`src/rtl/toggle_handshake_rx.sv`:
```
// Responder side of a two-phase toggle handshake: synchronises req_tgl, captures
// req_data into a valid/ready port, acknowledges by toggling ack_tgl.
module toggle_handshake_rx #(
   parameter int DATA_W      = 8,
   parameter int SYNC_STAGES = 2,
   parameter int CNT_W       = 8
) (
   input  logic              clk,
   input  logic              reset,
   input  logic              req_tgl,
   input  logic [DATA_W-1:0] req_data,
   output logic              ack_tgl,
   output logic [DATA_W-1:0] out_data,
   output logic              out_valid,
   input  logic              out_ready,
   output logic              overrun,
   input  logic              clr_overrun,
   output logic [CNT_W-1:0]  xfer_cnt
);

   localparam logic [0:0] IDLE = 1'b0;
   localparam logic [0:0] HOLD = 1'b1;

   logic [SYNC_STAGES-1:0] sync_q;
   logic                   req_s;
   logic                   req_s_d;
   logic                   req_seen;
   logic [0:0]             state;
   logic                   pending;
   logic                   late_tgl;

   assign req_s     = sync_q[SYNC_STAGES-1];
   assign pending   = (req_s != req_seen);
   assign out_valid = (state == HOLD);
   // A toggle edge while holding means the initiator did not wait for our ack.
   assign late_tgl  = (state == HOLD) && (req_s != req_s_d);

   always_ff @(posedge clk or posedge reset) begin
      if (reset) begin
         sync_q  <= '0;
         req_s_d <= 1'b0;
      end else begin
         sync_q  <= {sync_q[SYNC_STAGES-2:0], req_tgl};
         req_s_d <= req_s;
      end
   end

   always_ff @(posedge clk or posedge reset) begin
      if (reset) begin
         state    <= IDLE;
         req_seen <= 1'b0;
         out_data <= '0;
         ack_tgl  <= 1'b0;
         xfer_cnt <= '0;
      end else begin
         case (state)
            IDLE: begin
               // req_data is protocol-stable here, so it is sampled unsynchronised.
               if (pending) begin
                  out_data <= req_data;
                  req_seen <= req_s;
                  state    <= HOLD;
               end
            end
            HOLD: begin
               if (out_ready) begin
                  ack_tgl  <= ~ack_tgl;
                  xfer_cnt <= xfer_cnt + 1'b1;
                  state    <= IDLE;
               end
            end
            default: state <= IDLE;
         endcase
      end
   end

   // Set has priority over clear so a violation is never silently lost.
   always_ff @(posedge clk or posedge reset) begin
      if (reset)            overrun <= 1'b0;
      else if (late_tgl)    overrun <= 1'b1;
      else if (clr_overrun) overrun <= 1'b0;
   end

endmodule

```
`config.mk`:
```
export PLATFORM = sky130hd
export DESIGN_NAME = toggle_handshake_rx
export DESIGN_NICKNAME = d
export VERILOG_FILES = /design/src/rtl/toggle_handshake_rx.sv
export SDC_FILE = /design/constraint.sdc
export NUM_CORES = 1
export LEC_CHECK = 0
export BUFFER_PORTS_ARGS = -buffer_cell sky130_fd_sc_hd__buf_2
export CORE_MARGIN = 2
export CORE_UTILIZATION = 45
export CTS_BUF_LIST = sky130_fd_sc_hd__clkbuf_8
export DETAILED_ROUTE_END_ITERATION = 7
export PLACE_DENSITY = 0.8
export RECOVER_POWER = 50
export REMOVE_ABC_BUFFERS = 1
export SLEW_MARGIN = 20
export SYNTH_ARGS = -nofsm -noshare
export SYNTH_HDL_FRONTEND = slang
export SYNTH_SLANG_ARGS = --single-unit
```
`constraint.sdc`:
```
create_clock -name clk -period 1.24 [get_ports clk]
set_input_delay 0.248 -clock clk [delete_from_list [all_inputs] [get_ports clk]]
set_output_delay 0.248 -clock clk [all_outputs]
set_load 0.1 [all_outputs]
```
==> results.yml <==
placement:
  gp_congestion: 0.6720
  pre_cts_ws_ps: -44.37
  portBuffers: 31
clocking:
  path_clk_slew_ps: 80
  cts_tree: "built"
  cts_sinks: 23
  max-clock-path-buffers: 2
  hold_buffers: 0
  worstSkewPairLatency_ps: 260
  h-tree-depth: 1
  cts_buffers: 3
  cts-root-buf: "clkbuf_8"
logic_synthesis:
  yosysMostFrequentCell: "dfrtp_1"
  syn_area_um2: 903.4
  synth_commonest_cells: "dfrtp_1 (23), mux2_2 (10), xor2_1 (6)"
  synthDistinctLibCells: 16
  yosysSeqAreaShare_pct: 63.71
  ys_warn_count: 0
  synth_ff_type: "dfrtp_1"
  netlist_top_cells_area: "dfrtp_1 (64%), mux2_2 (12%), xor2_1 (5.8%)"
  yosysTopAreaCellShare_pct: 63.71
  syn_inst: 63
  synth.avg_cell_area_um2: 14.34
  async_flop_share_pct: 100.0
  synth_edf_count: 0
  synth_seq_cells: 23
  yosysTopAreaCell: "dfrtp_1"
setup_path:
  r2r_cells: 4
  crit_path_end_kind: "register"
  reg2reg_to: "out_data[0]"
  setup.worst_path.class: "register to register"
  critPathLaunchType: "register"
  required_ps: 1380
  critPathMaxFanout: 6
  crit_arrival_ps: 1470
  critPathCapture: "out_data[0]"
  r2r_setup_slack_ps: -80
  critical_path.startpoint: "sync_q[1]"
  worstReg2RegStart: "sync_q[1]"
final_layout:
  ff_latch_area_um2: 576.8
  fill_cells: 103
  syn2layout_area_growth_pct: 75.76
  diodes: 0
  nets: 125
  drive_above_1_share_pct: 59.09
  utilization_pct: 82.62
  multi_input_area_um2: 356.6
worst_hold_path:
  hp-class: "input pin to register"
grt:
  grt_max_degree: 24
  grt_overflow: 0
  antenna_found_initial: 0
  grt_util_all_layers_pct: 22.54
  first_global_vias: 755
  grt_first_pass_wirelength_um: 3946
route:
  wl_per_cell_um: 17.30
  drt-initial-drc-count: 19
  ant_nets: 0
  drc: 0
  via_count: 667
  wl_um: 2370
  vias_per_cell: 4.869
  first_pass_iters: 4
floorplan:
  die_w_um: 48.81
  rows: 16
  io_pins: 32
  dieArea_um2: 2382
  start_util_pct: 47.01
  core_um2: 1922
  fp.dieH_um: 48.81
sta:
  setup_violations: 8
  tightest_slew_ps: 554.9
  finalCriticalPeriod_ps: 1322
  setup_tns_ps: -521.5
  layout_setup_ws_ps: -82.23
  drv_slew: 0
  skew_ps: 5.350
  fin_crit_sh_pct: 106.6
  slew-limit-headroom_pct: 63.01
  timing.fmax_ghz: 0.7563
  hold_viol: 0
  rsz0062_at_grt: "true"
run:
  drv_cap: 0
outcome:
  outcome: "finished with violations"
  violations: "setup timing"
## worst min path at each step
stage / from / end / slack, ps / depth (start not counted)
floorplan: reset / ack_tgl / 250 / 1
global placement: reset / sync_q[0] / 290 / 3
detailed placement: reset / ack_tgl / 300 / 3
CTS: reset / xfer_cnt[0] / 8 / 3
global route: req_tgl / sync_q[0] / 80 / 1
finish: req_tgl / sync_q[0] / 90 / 1
## critical path, cell delays in order (launching register included)
cell and delay, ps:
dfrtp_1 430, xnor2_2 260, nor2_4 70, buf_12 140, mux2_4 300
## final cells by class
type	instances	area share [%]
well taps	27	2.128
repair buffers	44	35.70
inverters	2	0.4728
multi-input cells	37	22.46
clock inverters	1	0.3152
flip-flops and latches	23	36.33
clock buffers	3	2.600
## timing repair
| action | CTS | global route |
|---|---|---|
| resized for setup | 14 | 3 |
| gates cloned | 0 | 0 |
| setup endpoints to repair | 11 | 15 |
| pin swaps | 2 | 4 |
| setup buffers | 5 | 2 |
## sequential cells by signal (all words and copies together) (netlist names)
| name | count |
|---|---|
| out_data | 8 |
| xfer_cnt | 8 |
| sync_q | 2 |
| ack_tgl | 1 |
| out_valid | 1 |
| overrun | 1 |
| req_s_d | 1 |
| req_seen | 1 |
## per-stage QoR
step,instances,hold slack (ps),area [um^2]
after global placement,126,289.6,1411
after floorplan,62,249.9,892.1
after detailed placement,126,298.6,1411
final,137,87.65,1588
after global routing,137,77.70,1588
after CTS,135,8.469,1563
## placed cells by master, fill, tap and decap left out
cell type  netlist  final
o21ai_0          1      1
clkbuf_8         0      3
buf_2            0     12
nand3_1          2      2
buf_4            0      6
dfrtp_1         23     22
mux2i_1          1      1
clkinv_2         0      1
inv_1            2      2
dfrtp_2          0      1
nor3_2           0      2
xnor2_1          4      3
xor2_1           6      6
ha_1             1      1
xnor2_2          0      1
clkbuf_2         0      1
nor2_4           1      1
nor2_1           2      2
mux2_2          10      2
buf_12           0     20
buf_6            1      5
mux2_4           0      8
nand2_1          5      5
nand2_4          1      1
nor4_2           1      1
## routing by layer
layer / vias to the layer above / GRT usage (%) / part of all wire (%)
met2: 12 / 39.50 / 59
met4: 0 / 8.571 / 0.55
li1: 303 / - / -
met3: 2 / 1.840 / 1.6
met1: 350 / 29.23 / 39
met5: - / 0 / 0
## logic make-up (layout without fill, tap and decap cells)
group,after synthesis,after routing,share of synthesized area [%]
compound gates,1,1,0.5535
xor+xnor,10,10,9.695
fa+ha+maj,1,1,1.385
buf+inv,3,50,2.078
flops,23,23,63.71
mux,11,11,13.57
simple gates,14,14,9.003
Power is not shown: default switching activity piles up to over one toggle a cycle in this logic, so the estimate is an artifact.
